<file path="src/rtl/quad_pkg.sv">
// Shared types, constants and the quadrature direction helper for the encoder front end.
// Channel order inside quad_t is {A,B}.
package quad_pkg;

  typedef logic [1:0] quad_t;

  localparam quad_t QUAD_00 = 2'b00;
  localparam quad_t QUAD_01 = 2'b01;
  localparam quad_t QUAD_10 = 2'b10;
  localparam quad_t QUAD_11 = 2'b11;

  localparam logic DIR_CW  = 1'b1;
  localparam logic DIR_CCW = 1'b0;

  typedef struct packed {
    logic legal;
    logic cw;
  } quad_dir_t;

  typedef enum logic [1:0] {
    ST_FILL1 = 2'd0,
    ST_FILL2 = 2'd1,
    ST_LOAD  = 2'd2,
    ST_RUN   = 2'd3
  } prime_state_t;

  // legal means exactly one channel moved; cw is only meaningful when legal.
  function automatic quad_dir_t quad_dir(input quad_t prev, input quad_t cur);
    quad_dir_t r;
    r.legal = ^(prev ^ cur);
    r.cw    = 1'b0;
    case (prev)
      QUAD_00: r.cw = (cur == QUAD_10);
      QUAD_10: r.cw = (cur == QUAD_11);
      QUAD_11: r.cw = (cur == QUAD_01);
      QUAD_01: r.cw = (cur == QUAD_00);
      default: r.cw = 1'b0;
    endcase
    return r;
  endfunction

endpackage

</file>
<file path="src/rtl/quad_decoder_if.sv">
// Control and result signals of the quadrature decoder, named from the decoder's side.
// The bench drives through master; the decoder attaches as slave.
interface quad_decoder_if #(
  parameter int ERR_W = 8
);

  logic             en_i;
  logic             opto_a_i;
  logic             opto_b_i;
  logic             clr_err_i;
  logic             step_o;
  logic             direction_o;
  logic             err_o;
  logic [ERR_W-1:0] err_cnt_o;

  modport master (
    output en_i,
    output opto_a_i,
    output opto_b_i,
    output clr_err_i,
    input  step_o,
    input  direction_o,
    input  err_o,
    input  err_cnt_o
  );

  modport slave (
    input  en_i,
    input  opto_a_i,
    input  opto_b_i,
    input  clr_err_i,
    output step_o,
    output direction_o,
    output err_o,
    output err_cnt_o
  );

endinterface

</file>
<file path="src/rtl/quad_filter.sv">
// One encoder channel: 2-FF synchroniser followed by a stability filter that accepts
// a new level only after it has been seen for FILTER_LEN consecutive cycles.
module quad_filter #(
  parameter int FILTER_LEN = 4
) (
  input  logic clk,
  input  logic rst_n,
  input  logic load_i,
  input  logic d_i,
  output logic sync_o,
  output logic q_o
);

  localparam int CNT_W = (FILTER_LEN < 2) ? 1 : $clog2(FILTER_LEN);
  localparam logic [CNT_W-1:0] CNT_LAST = CNT_W'(FILTER_LEN - 1);

  logic             meta_q;
  logic             sync_q;
  logic             filt_q, filt_d;
  logic [CNT_W-1:0] cnt_q, cnt_d;

  always_ff @(posedge clk or negedge rst_n) begin
    if (!rst_n) begin
      meta_q <= 1'b0;
      sync_q <= 1'b0;
      filt_q <= 1'b0;
      cnt_q  <= '0;
    end else begin
      meta_q <= d_i;
      sync_q <= meta_q;
      filt_q <= filt_d;
      cnt_q  <= cnt_d;
    end
  end

  // The count holds the number of cycles the new level has already been seen.
  always_comb begin
    filt_d = filt_q;
    cnt_d  = '0;
    if (load_i) begin
      filt_d = sync_q;
    end else if (sync_q != filt_q) begin
      if (cnt_q == CNT_LAST) begin
        filt_d = sync_q;
      end else begin
        cnt_d = cnt_q + 1'b1;
      end
    end
  end

  assign sync_o = sync_q;
  assign q_o    = filt_q;

endmodule

</file>
<file path="src/rtl/quad_decoder.sv">
// Quadrature decoder: de-glitched channels, priming after reset, STEP/DIRECTION and
// illegal-transition reporting. Define QUAD_X4_EN to step on every legal transition.
//
//  state    | meaning
//  ST_FILL1 | first cycle after reset, synchroniser filling
//  ST_FILL2 | second cycle, synchroniser filling
//  ST_LOAD  | filters and prev state take the synchronised position
//  ST_RUN   | primed, decoding every cycle
module quad_decoder
  import quad_pkg::*;
#(
  parameter int FILTER_LEN = 4,
  parameter int ERR_W      = 8
) (
  input logic           clk,
  input logic           rst_n,
  quad_decoder_if.slave bus
);

  prime_state_t     st_q, st_d;
  logic             load;
  logic             primed;

  logic             sync_a, sync_b;
  logic             filt_a, filt_b;
  quad_t            cur;
  quad_t            prev_q, prev_d;
  quad_dir_t        dec;
  logic             changed;
  logic             legal_evt;
  logic             illegal_evt;
  logic             step_hit;

  logic             step_q, step_d;
  logic             err_q, err_d;
  logic             dir_q, dir_d;
  logic [ERR_W-1:0] err_cnt_q, err_cnt_d;

  quad_filter #(.FILTER_LEN(FILTER_LEN)) u_filt_a (
    .clk    (clk),
    .rst_n  (rst_n),
    .load_i (load),
    .d_i    (bus.opto_a_i),
    .sync_o (sync_a),
    .q_o    (filt_a)
  );

  quad_filter #(.FILTER_LEN(FILTER_LEN)) u_filt_b (
    .clk    (clk),
    .rst_n  (rst_n),
    .load_i (load),
    .d_i    (bus.opto_b_i),
    .sync_o (sync_b),
    .q_o    (filt_b)
  );

  always_ff @(posedge clk or negedge rst_n) begin
    if (!rst_n) begin
      st_q <= ST_FILL1;
    end else begin
      st_q <= st_d;
    end
  end

  always_comb begin
    st_d = st_q;
    load = 1'b0;
    case (st_q)
      ST_FILL1: st_d = ST_FILL2;
      ST_FILL2: st_d = ST_LOAD;
      ST_LOAD: begin
        load = 1'b1;
        st_d = ST_RUN;
      end
      ST_RUN:   st_d = ST_RUN;
      default:  st_d = ST_FILL1;
    endcase
  end

  assign primed = (st_q == ST_RUN);

  assign cur         = {filt_a, filt_b};
  assign dec         = quad_dir(prev_q, cur);
  assign changed     = (prev_q != cur);
  assign legal_evt   = primed && changed && dec.legal;
  assign illegal_evt = primed && changed && !dec.legal;

`ifdef QUAD_X4_EN
  assign step_hit = legal_evt;
`else
  // One count per electrical cycle, anchored at the 00/10 boundary in both directions.
  assign step_hit = legal_evt &&
                    (( dec.cw && (prev_q == QUAD_00)) ||
                     (!dec.cw && (prev_q == QUAD_10)));
`endif

  always_comb begin
    prev_d    = prev_q;
    step_d    = 1'b0;
    err_d     = 1'b0;
    dir_d     = dir_q;
    err_cnt_d = err_cnt_q;

    // Position tracking runs regardless of EN so re-enabling cannot report stale motion.
    if (load) begin
      prev_d = {sync_a, sync_b};
    end else if (primed) begin
      prev_d = cur;
    end

    if (legal_evt) begin
      dir_d = dec.cw ? DIR_CW : DIR_CCW;
    end

    step_d = bus.en_i && step_hit;
    err_d  = bus.en_i && illegal_evt;

    if (bus.clr_err_i) begin
      err_cnt_d = '0;
    end else if (err_d && (err_cnt_q != {ERR_W{1'b1}})) begin
      err_cnt_d = err_cnt_q + 1'b1;
    end
  end

  always_ff @(posedge clk or negedge rst_n) begin
    if (!rst_n) begin
      prev_q    <= QUAD_00;
      step_q    <= 1'b0;
      err_q     <= 1'b0;
      dir_q     <= 1'b0;
      err_cnt_q <= '0;
    end else begin
      prev_q    <= prev_d;
      step_q    <= step_d;
      err_q     <= err_d;
      dir_q     <= dir_d;
      err_cnt_q <= err_cnt_d;
    end
  end

  assign bus.step_o      = step_q;
  assign bus.err_o       = err_q;
  assign bus.direction_o = dir_q;
  assign bus.err_cnt_o   = err_cnt_q;

endmodule
</file>
<file path="src/flat_wrapper.sv">
// flat-port wrapper written by rule: the top's interface ports become plain ports
module quad_decoder_flat import quad_pkg::*;
#(
  parameter int FILTER_LEN = 4,
  parameter int ERR_W      = 8
)
  (clk, rst_n, bus_en_i, bus_opto_a_i, bus_opto_b_i, bus_clr_err_i, bus_step_o, bus_direction_o, bus_err_o, bus_err_cnt_o);
  quad_decoder_if #(.ERR_W(ERR_W)) bus_i ();
  input logic clk;
  input logic rst_n;
  input wire logic [$bits(bus_i.en_i)-1:0] bus_en_i;
  input wire logic [$bits(bus_i.opto_a_i)-1:0] bus_opto_a_i;
  input wire logic [$bits(bus_i.opto_b_i)-1:0] bus_opto_b_i;
  input wire logic [$bits(bus_i.clr_err_i)-1:0] bus_clr_err_i;
  output wire logic [$bits(bus_i.step_o)-1:0] bus_step_o;
  output wire logic [$bits(bus_i.direction_o)-1:0] bus_direction_o;
  output wire logic [$bits(bus_i.err_o)-1:0] bus_err_o;
  output wire logic [$bits(bus_i.err_cnt_o)-1:0] bus_err_cnt_o;
  assign bus_i.en_i = bus_en_i;
  assign bus_i.opto_a_i = bus_opto_a_i;
  assign bus_i.opto_b_i = bus_opto_b_i;
  assign bus_i.clr_err_i = bus_clr_err_i;
  assign bus_step_o = bus_i.step_o;
  assign bus_direction_o = bus_i.direction_o;
  assign bus_err_o = bus_i.err_o;
  assign bus_err_cnt_o = bus_i.err_cnt_o;
  quad_decoder #(.FILTER_LEN(FILTER_LEN), .ERR_W(ERR_W)) u_core (.clk(clk), .rst_n(rst_n), .bus(bus_i));
endmodule
</file>
<file path="config.mk">
export PLATFORM = sky130hd
export DESIGN_NAME = quad_decoder_flat
export DESIGN_NICKNAME = d
export VERILOG_FILES = /design/src/rtl/quad_pkg.sv /design/src/rtl/quad_decoder_if.sv /design/src/rtl/quad_filter.sv /design/src/rtl/quad_decoder.sv /design/src/flat_wrapper.sv
export SDC_FILE = /design/constraint.sdc
export NUM_CORES = 1
export LEC_CHECK = 0
export ABC_AREA = 1
export BUFFER_PORTS_ARGS = -buffer_cell sky130_fd_sc_hd__buf_2
export CAP_MARGIN = 20
export CORE_UTILIZATION = 50
export DETAILED_ROUTE_END_ITERATION = 10
export GPL_ROUTABILITY_DRIVEN = 0
export GPL_TIMING_DRIVEN = 0
export MAX_ROUTING_LAYER = met4
export PLACE_DENSITY = 0.72
export SETUP_SLACK_MARGIN = 0.05
export SLEW_MARGIN = 40
export SYNTH_ARGS = -nofsm -noshare
export SYNTH_HDL_FRONTEND = slang
export SYNTH_SLANG_ARGS = --single-unit
</file>
<file path="constraint.sdc">
create_clock -name clk -period 2.2 [get_ports clk]
set_input_delay 0.22 -clock clk [delete_from_list [all_inputs] [get_ports clk]]
set_output_delay 0.22 -clock clk [all_outputs]
set_load 0.02 [all_outputs]
</file>
# After elaboration in Yosys (flattened, before gate mapping)
# Index checks and enable logic that the tools add are counted.
[classes]
n_reduce_logical = 25
eq_ne = 15
addsub = 3
muxes = 20
n_bitwise = 1
[op_table]
columns = ["cell", "n"]
rows = [
  ["2-bit equality test, second input constant", 8],
  ["2-bit 2-to-1 mux", 8],
  ["8-bit 2-to-1 mux", 2],
  ["2-bit nonzero test", 6],
  ["1-bit logical AND", 9],
  ["8-bit by 1-bit adder with 8-bit output, second input constant", 1],
  ["1-bit 2-to-1 mux", 8],
  ["8-bit != test, second input constant", 1],
  ["2-bit by 1-bit equality test with 1-bit output, second input constant", 3],
  ["2-bit logical NOT", 3],
  ["2-bit case mux with 3 select lines", 1],
  ["2-bit by 1-bit adder with 2-bit output, second input constant", 2],
  ["1-bit case mux with 4 select lines", 1],
  ["2-bit AND reduction", 2],
  ["1-bit logical NOT", 2],
  ["1-bit != test", 2],
  ["2-bit != test", 1],
  ["2-bit OR reduction", 1],
  ["2-bit parity", 1],
  ["2-bit bitwise XOR", 1],
  ["1-bit logical OR", 1],
]
[word_totals]
inputBits = 6
register_bits = 25

# Depth between registers and ports, before layout
# Gate-level depths: netlist of the first run.
[depth]
ltp_word = 8
mapped_depth = 11
mapped_depth_nobuf = 11

# Hierarchy
# A second synthesis of the first run with hierarchy kept.
[hier_totals]
cells_unflattened = 147
area_unflattened_um2 = 1214.9
[modules_own_cells]
columns = ["mod", "area_per_inst_um2", "instances", "cells_each"]
rows = [
  ["quad_decoder", 819.5, 1, 105],
  ["quad_filter", 197.7, 2, 21],
]

# Least setup slack after synthesis of the first run
# Ideal clock, no wire load.
[synth_timing]
path_kind = "flip-flop to flip-flop"
start = "reg u_core.u_filt_a.filt_q (netlist: u_core.u_filt_a.q_o)"
end = "reg u_core.err_cnt_q[5] (netlist: u_core.bus.err_cnt_o[5])"
slack_ns = 0.590
path_buffers = 0
required_ns = 2.082
setup_ns = 0.118
arrival_ns = 1.491
period_less_slack_ns = 1.610
path_stages_with_launch = 12
cell_sequence = "dfrtp_1 or2_1 nand2_1 ha_1 inv_1 nand2_1 nor2_4 nand2_4 nand2_4 inv_4 nand2_1 nand2_1"
[synth_via]
elab_chain_len = 7
[synth_rtl]
columns = ["item", "line", "source"]
rows = [
  ["start, declared", "quad_filter.sv:19", "logic filt_q, filt_d;"],
  ["start signal, assigned", "quad_filter.sv:31", "filt_q <= filt_d;"],
  ["2-bit bitwise XOR", "quad_pkg.sv:30", "r.legal = ^(prev ^ cur);"],
  ["2-bit parity", "quad_pkg.sv:30", ""],
  ["1-bit logical NOT", "quad_decoder.sv:86", "assign illegal_evt = primed && changed && !dec.legal;"],
  ["1-bit logical AND (*)", "quad_decoder.sv:86", ""],
  ["1-bit logical AND (*)", "quad_decoder.sv:116", "err_d = bus.en_i && illegal_evt;"],
  ["net u_core.err_d", "quad_decoder.sv:35", "logic err_q, err_d;"],
  ["1-bit logical AND (*)", "quad_decoder.sv:120", "end else if (err_d && (err_cnt_q != {ERR_W{1'b1}})) begin"],
  ["2-bit nonzero test (no line) (*)", "-", ""],
  ["end signal, assigned", "quad_decoder.sv:137", "err_cnt_q <= err_cnt_d;"],
  ["end, declared", "quad_decoder.sv:37", "logic [ERR_W-1:0] err_cnt_q, err_cnt_d;"],
]
# The timed path passes the listed nets; every way through them passes the cells marked *.
# A chain may end at the register's enable or synchronous reset.

# Worst setup path after layout of the first run
# Ends and elaborated chain as after synthesis.

==> key figures, run 1 <==
Detailed routing
  – Vias per std cell: 5.06
  – Number of nets with antenna violations after detailed routing: 0
  – Detailed Routing Iterations Pass 1: 4
  – DRC errors left: 0
  – DRT iter0 DRCs: 8
  – Via count of the routed design: 916
  – Routed WL per cell: 11.1 µm
  – Wire length after detailed routing: 2.02 mm

Final layout
  – Area growth, synth to finish: 14.2%
  – Fillcell total: 204
  – Layout cells sized above 1: 19.0%
  – Final non-filler cell total: 181
  – Number of inserted diodes: 0
  – Final cell utilization of the core: 61.7%
  – Area taken by multi-input logic gates: 510 µm²
  – Register area: 626 µm²
  – Net count, final: 164
  – Most common cell after layout, fill and taps aside: nand2_1
  – Most frequent cells in the layout: nand2_1, dfrtp_1, buf_2, nor2_1, inv_1

Global route
  – Pin count of the biggest net entering global routing: 26
  – Antenna violations before repair: 0
  – Wire length of the first global-routing pass: 3.71 mm
  – Total congestion overflow after global routing: 0
  – GRT Resource Usage Total: 20.5%
  – Vias in the first global route: 883

Timing
  – Setup WS post-layout: 0.417 ns
  – Worst-case headroom to the max-slew limit: 63.8%
  – Post-layout minimum cycle time: 1.78 ns
  – Number of failing setup endpoints in the final timing report: 0
  – Setup tns final: 0 ns
  – Unrepaired setup endpoints after global routing: no
  – Worst-case clock skew: 0.00281 ns
  – Max-slew violation total from the final report: 0
  – Period utilisation layout: 81.1%
  – Count of final hold-check violations: 0
  – Transition time at the pin with the least slew margin: 0.543 ns
  – Max Fclk: 561 MHz

Yosys
  – Synthesis Warnings: 0
  – Sequential fraction of the synthesis area: 51.9%
  – Number of distinct library cell variants in the gate-level netlist after synthesis: 26
  – Post-synth design cell area: 0.00121 mm²
  – Cell count after synthesis: 130
  – Syn Nets: 140
  – Synthesized area per cell: 9.28 µm²
  – Flops & latches, synth: 25

Critical path
  – Maximum fanout along the worst path: 6
  – Data arrival time of the critical path: 2.00 ns
  – Critical path class: reg -> reg
  – Critical path required time: 2.42 ns
  – Sort of element at the end of the critical path: flip-flop
  – Setup crit start kind: flip-flop

Placed design
  – IO Port Bufs: 16
  – Post-place setup slack: 0.429 ns
  – Post-DP HPWL: 1.51 mm
  – Placed Instances: 174

Outcome
  – Result of the run: finished, final reports clean

Power and ir drop
  – Clock group share of total power: 13.8%
  – Sequential cell fraction of total power: 43.0%
  – Power density normalized to cell area: 1060 mW/mm²
  – NetSw: 578 µW
  – Maximum vdd drop: 640 µV
  – Gate power share: 43.2%
  – Int Pwr: 886 µW
  – LEAKAGE: 0.000698 µW
  – Net switching share of the total power: 39.5%

Min path
  – Hold crit path type: in -> reg

Die
  – Placeable core area: 0.00223 mm²
  – Die span in y: 51.1 µm
  – Full die area: 0.00261 mm²
  – Starting Density: 54.0%
  – Std-Cell Rows: 17
  – Width of the die: 51.1 µm
  – Number of top-level pins: 17

Clocking
  – Clock slew seen by the registers of the worst setup and hold paths: 0.13 ns
  – Root buffer selected by CTS: clkbuf_4
  – CTS sink cnt: 25
  – Post-CTS setup-driven buffer insertion count: 0
  – Number of buffers inserted during clock tree synthesis: 3
  – Htree depth: 1
  – CTS tree: yes
  – Clk Latency, worst-skew pair: 0.31 ns
  – Maximum number of buffers from clock root to sink: 2

Job
  – Number of max-cap violations: 0
metrics by stage:
stage                     total power, µW  hold slack (ns)  instance area [µm²]
after floorplan                      1120          -0.0756                 1210
after global placement               1230            0.235                 1320
after detailed placement             1280            0.242                 1320
after CTS                            1490            0.134                 1380
after global routing                 1580            0.159                 1380
final                                1460            0.154                 1380
state kept, by name, summed over array words and instances (netlist names):
signal and flops:
u_core.u_filt_a.q_o 1, u_core.u_filt_a.sync_o 1, u_core.bus.direction_o 1, u_core.u_filt_b.sync_o 1, u_core.bus.err_o 1, u_core.bus.err_cnt_o 8
u_core.u_filt_b.cnt_q 2, u_core.u_filt_b.q_o 1, u_core.u_filt_b.meta_q 1, u_core.st_q 2, u_core.u_filt_a.cnt_q 2, u_core.bus.step_o 1
u_core.prev_q 2, u_core.u_filt_a.meta_q 1
power groups by stage:
stage,Clock [µW],Combinational [µW],Sequential (µW)
floorplan,0,455,664
detailed placement,0,635,642
finish,202,633,630
CTS,214,641,632
global route,226,707,645
global placement,0,592,635
cell type report:
| cell class | instances | share of cell area [%] |
|---|---|---|
| flip-flops and latches | 25 | 45.4 |
| multi-input cells | 91 | 37.1 |
| repair buffers | 19 | 7.99 |
| inverters | 13 | 4.72 |
| well taps | 28 | 2.54 |
| clock buffers | 4 | 1.91 |
| plain buffers | 1 | 0.363 |
critical path, stage by stage, from the launching register on:
cell     delay [ns]
dfrtp_1        0.48
or2_1          0.27
nand2_1        0.07
ha_1           0.24
inv_1          0.06
nand2_1        0.07
nor2_4         0.18
nand2_4        0.08
nand2_4        0.08
inv_4          0.05
nand2_1        0.05
nand2_1        0.06
logic make-up after synthesis:
logic type | count (synthesis) | share of synthesized area (%)
XOR/XNOR | 8 | 5.81
flip-flops | 25 | 51.9
AO/OA/AOI/OAI | 8 | 4.56
adder cells (fa/ha/maj) | 4 | 4.15
AND/OR/NAND/NOR | 71 | 27.8
buffers and inverters | 14 | 5.81
cells in the mapped netlist:
master | instances | share of area (%)
nand3_2 | 1 | 0.83
o21bai_1 | 1 | 0.62
inv_1 | 9 | 2.8
nor2_4 | 1 | 0.93
nand4_1 | 3 | 1.6
o21ai_1 | 3 | 1.2
dfrtp_1 | 25 | 52
a211oi_1 | 1 | 0.62
inv_4 | 1 | 0.52
nand3b_1 | 1 | 0.62
inv_2 | 2 | 0.62
o311ai_1 | 2 | 1.5
nand2_4 | 2 | 1.9
or2_1 | 3 | 1.6
nor3_1 | 2 | 0.83
nor2_2 | 1 | 0.52
nand3_1 | 7 | 2.9
nand2_1 | 38 | 12
xnor2_1 | 4 | 2.9
ha_1 | 4 | 4.1
buf_2 | 1 | 0.41
nor2_1 | 10 | 3.1
nor3b_1 | 2 | 1.2
xor2_1 | 4 | 2.9
bufinv_8 | 1 | 1.5
o31ai_1 | 1 | 0.62
worst paths after layout:
check	cells after the start	slack [ns]	from	to
worst max-delay path	11	0.42	u_core.u_filt_a.q_o	u_core.bus.err_cnt_o[5]
worst min-delay path	3	0.15	bus_en_i	u_core.bus.step_o
worst max register to register	11	0.42	u_core.u_filt_a.q_o	u_core.bus.err_cnt_o[5]
worst min register to register	0	0.36	u_core.u_filt_b.meta_q	u_core.u_filt_b.sync_o
max in group asynchronous	2	1.43	rst_n	u_core.u_filt_a.q_o
min in group asynchronous	2	0.40	rst_n	u_core.bus.step_o
what timing repair did:
item	in CTS	in global routing
hold endpoints to repair	27	0
hold buffers	3	0
gates resized for setup	0	0
per-layer routing:
layer	up-vias	GRT usage [%]	part of all wire (%)
met5	-	-	0
met4	0	11.6	1.9
met3	4	4.76	4.1
met2	21	31.1	47
met1	430	25.1	47
li1	461	-	-
(Power assumes the default switching activity.)
==> run 2: changes to the inputs <==
==> constraint.sdc (replaced) <==
create_clock -name clk -period 1.7 [get_ports clk]
set_input_delay 0.17 -clock clk [delete_from_list [all_inputs] [get_ports clk]]
set_output_delay 0.17 -clock clk [all_outputs]
set_load 0.02 [all_outputs]
==> key figures, run 2 (synthesized netlist as in run 1, its figures left out) <==
Timing
  – Worst-case headroom to the max-slew limit: 63.0% (was 63.8%)
  – Max Fclk: 600 MHz (was 561 MHz)
  – Post-layout minimum cycle time: 1.67 ns (was 1.78 ns)
  – Number of failing setup endpoints in the final timing report: 0 (unchanged)
  – Worst-case clock skew: 0.00261 ns (was 0.00281 ns)
  – Max-slew violation total from the final report: 0 (unchanged)
  – Count of final hold-check violations: 0 (unchanged)
  – Period utilisation layout: 98.1% (was 81.1%)
  – Setup WS post-layout: 0.0326 ns (was 0.417 ns)
  – Unrepaired setup endpoints after global routing: yes (was no)
  – Transition time at the pin with the least slew margin: 0.555 ns (was 0.543 ns)

Critical path
  – Top cell family by delay on the critical path: simple AND/OR/NAND/NOR gates (unchanged)
  – Instance count on the critical path: 11 (unchanged)
  – Maximum fanout along the worst path: 6 (unchanged)
  – Worst-path cell with the longest stage delay: dfrtp_2 (was dfrtp_1)
  – Count of buffering cells on the critical path with inverters included: 2 (unchanged)
  – Critical path class: reg -> reg (unchanged)
  – Critical path required time: 1.92 ns (was 2.42 ns)
  – Data arrival time of the critical path: 1.89 ns (was 2.00 ns)
  – Sequence of cells on the critical path: or2_1 > nand2_2 > ha_4 > inv_2 > nand2_2 > nor2_4 > nand2_4 > nand2_4 > inv_6 > nand2_2 > nand2_1 (was or2_1 > nand2_1 > ha_1 > inv_1 > nand2_1 > nor2_4 > nand2_4 > nand2_4 > inv_4 > nand2_1 > nand2_1)
  – Delay contributed by the slowest stage of the critical path: 0.44 ns (was 0.48 ns)
  – Setup crit start kind: flip-flop (unchanged)
  – Sort of element at the end of the critical path: flip-flop (unchanged)
  – Most numerous cell on the critical path: nand2_2 (was nand2_1)
  – R2R cell count: 11 (unchanged)

Die
  – Die span in y: 51.1 µm (unchanged)
  – Width of the die: 51.1 µm (unchanged)
  – Full die area: 0.00261 mm² (unchanged)
  – Starting Density: 54.0% (unchanged)
  – Std-Cell Rows: 17 (unchanged)
  – Number of top-level pins: 17 (unchanged)
  – Placeable core area: 0.00223 mm² (unchanged)

Final layout
  – Number of inserted diodes: 0 (unchanged)
  – Fillcell total: 182 (was 204)
  – Most frequent cells in the layout: nand2_1, dfrtp_1, buf_2, nor2_1, buf_4 (was nand2_1, dfrtp_1, buf_2, nor2_1, inv_1)
  – Layout cells sized above 1: 30.1% (was 19.0%)
  – Most common cell after layout, fill and taps aside: nand2_1 (unchanged)
  – Area growth, synth to finish: 25.1% (was 14.2%)
  – Net count, final: 174 (was 164)
  – Final non-filler cell total: 191 (was 181)
  – Largest register FFs: 8 (unchanged)

Detailed routing
  – DRT iter0 DRCs: 8 (unchanged)
  – Number of nets with antenna violations after detailed routing: 0 (unchanged)
  – Via count of the routed design: 952 (was 916)
  – Detailed Routing Iterations Pass 1: 4 (unchanged)
  – DRC errors left: 0 (unchanged)
  – Wire length after detailed routing: 2.18 mm (was 2.02 mm)
  – Routed WL per cell: 11.4 µm (was 11.1 µm)
  – Vias per std cell: 4.98 (was 5.06)

Min path
  – Worst Hold Depth: 4 (was 3)
  – Hold crit path type: in -> reg (unchanged)

Clocking
  – Clock slew seen by the registers of the worst setup and hold paths: 0.13 ns (about the same)
  – Number of buffers inserted during clock tree synthesis: 3 (unchanged)
  – CTS tree: yes (unchanged)
  – Clk Latency, worst-skew pair: 0.31 ns (about the same)
  – Htree depth: 1 (unchanged)
  – Maximum number of buffers from clock root to sink: 2 (unchanged)
  – CTS sink cnt: 25 (unchanged)
  – Root buffer selected by CTS: clkbuf_4 (unchanged)

Global route
  – Fraction of met2 tracks used by global routing: 31.8% (was 31.1%)
  – GRT Resource Usage Total: 21.3% (was 20.5%)
  – Top Usage Layer GRT: met2 (unchanged)
  – Vias in the first global route: 900 (was 883)
  – Antenna violations before repair: 0 (unchanged)
  – Total congestion overflow after global routing: 0 (unchanged)
  – Met3 track utilization from global routing: 4.76% (unchanged)
  – Wire length of the first global-routing pass: 3.86 mm (was 3.71 mm)
  – Pin count of the biggest net entering global routing: 26 (unchanged)
  – Global routing usage on met1: 26.7% (was 25.1%)

Placed design
  – Post-DP HPWL: 1.51 mm (unchanged)
  – IO Port Bufs: 16 (unchanged)
  – Post-place setup slack: -0.0713 ns (was 0.429 ns)
  – Placed Instances: 174 (unchanged)

Outcome
  – Result of the run: finished, final reports clean (unchanged)

Power and ir drop
  – Maximum vdd drop: 953 µV (was 640 µV)
  – Power density normalized to cell area: 1550 mW/mm² (was 1060 mW/mm²)
  – LEAKAGE: 0.000757 µW (was 0.000698 µW)

Job
  – Number of max-cap violations: 0 (unchanged)
==> run 2: layout make-up <==
cell class              count  area (µm²)  share of cell area, %
multi-input cells          91         557                   36.9
clock buffers               4        26.3                   1.74
repair buffers             29         185                   12.3
flip-flops and latches     25         627                   41.5
plain buffers               1        11.3                  0.746
inverters                  13        67.6                   4.48
well taps                  28        35.0                   2.32
==> run 2: what timing repair did <==
action | CTS | global route
setup buffers | 6 | 4
pin swaps | 7 | 6
endpoints found under the hold margin | 27 | 0
hold buffers | 3 | 0
gates resized for setup | 4 | 10
setup endpoints to repair | 8 | 8
==> run 2: routing by layer <==
metal,vias up,part of all wire (%)
met1,445,48
met2,21,46
met4,0,1.8
met5,-,0
met3,4,3.9
li1,482,-
==> run 2: final timing paths <==
path                                        startpoint                      end  slack (ns)
worst max-delay path               u_core.u_filt_a.q_o  u_core.bus.err_cnt_o[5]        0.03
worst min-delay path                     bus_clr_err_i  u_core.bus.err_cnt_o[4]        0.12
worst max register to register     u_core.u_filt_a.q_o  u_core.bus.err_cnt_o[5]        0.03
worst min register to register  u_core.u_filt_b.meta_q   u_core.u_filt_b.sync_o        0.36
max in group asynchronous                        rst_n      u_core.u_filt_a.q_o        0.94
min in group asynchronous                        rst_n   u_core.bus.direction_o        0.36
==> run 2: worst register-to-register path, stage by stage (launching register included) <==
cell	delay, ns
dfrtp_2	0.44
or2_1	0.25
nand2_2	0.08
ha_4	0.20
inv_2	0.05
nand2_2	0.06
nor2_4	0.16
nand2_4	0.08
nand2_4	0.09
inv_6	0.06
nand2_2	0.05
nand2_1	0.05
==> run 2: where the power goes <==
group | leakage (µW) | internal [µW] | total [µW] | switching [µW]
Clock | 0.0000150 | 91.7 | 260 | 168
Sequential | 0.000314 | 727 | 815 | 87.3
Combinational | 0.000428 | 638 | 1270 | 633
==> run 2: metrics by stage <==
| step | TNS (ns) | cell area, µm² | hold WS (ns) | power (µW) | utilization, % |
|---|---|---|---|---|---|
| floorplan | 0 | 1210 | -0.126 | 1450 | - |
| global route | -0.255 | 1510 | 0.134 | 2520 | 67.6 |
| finish | 0 | 1510 | 0.116 | 2350 | 67.6 |
| global placement | -0.000909 | 1320 | 0.185 | 1590 | 59.2 |
| CTS | 0 | 1440 | 0.0909 | 2110 | 64.3 |
| detailed placement | -0.379 | 1320 | 0.192 | 1650 | 59.2 |
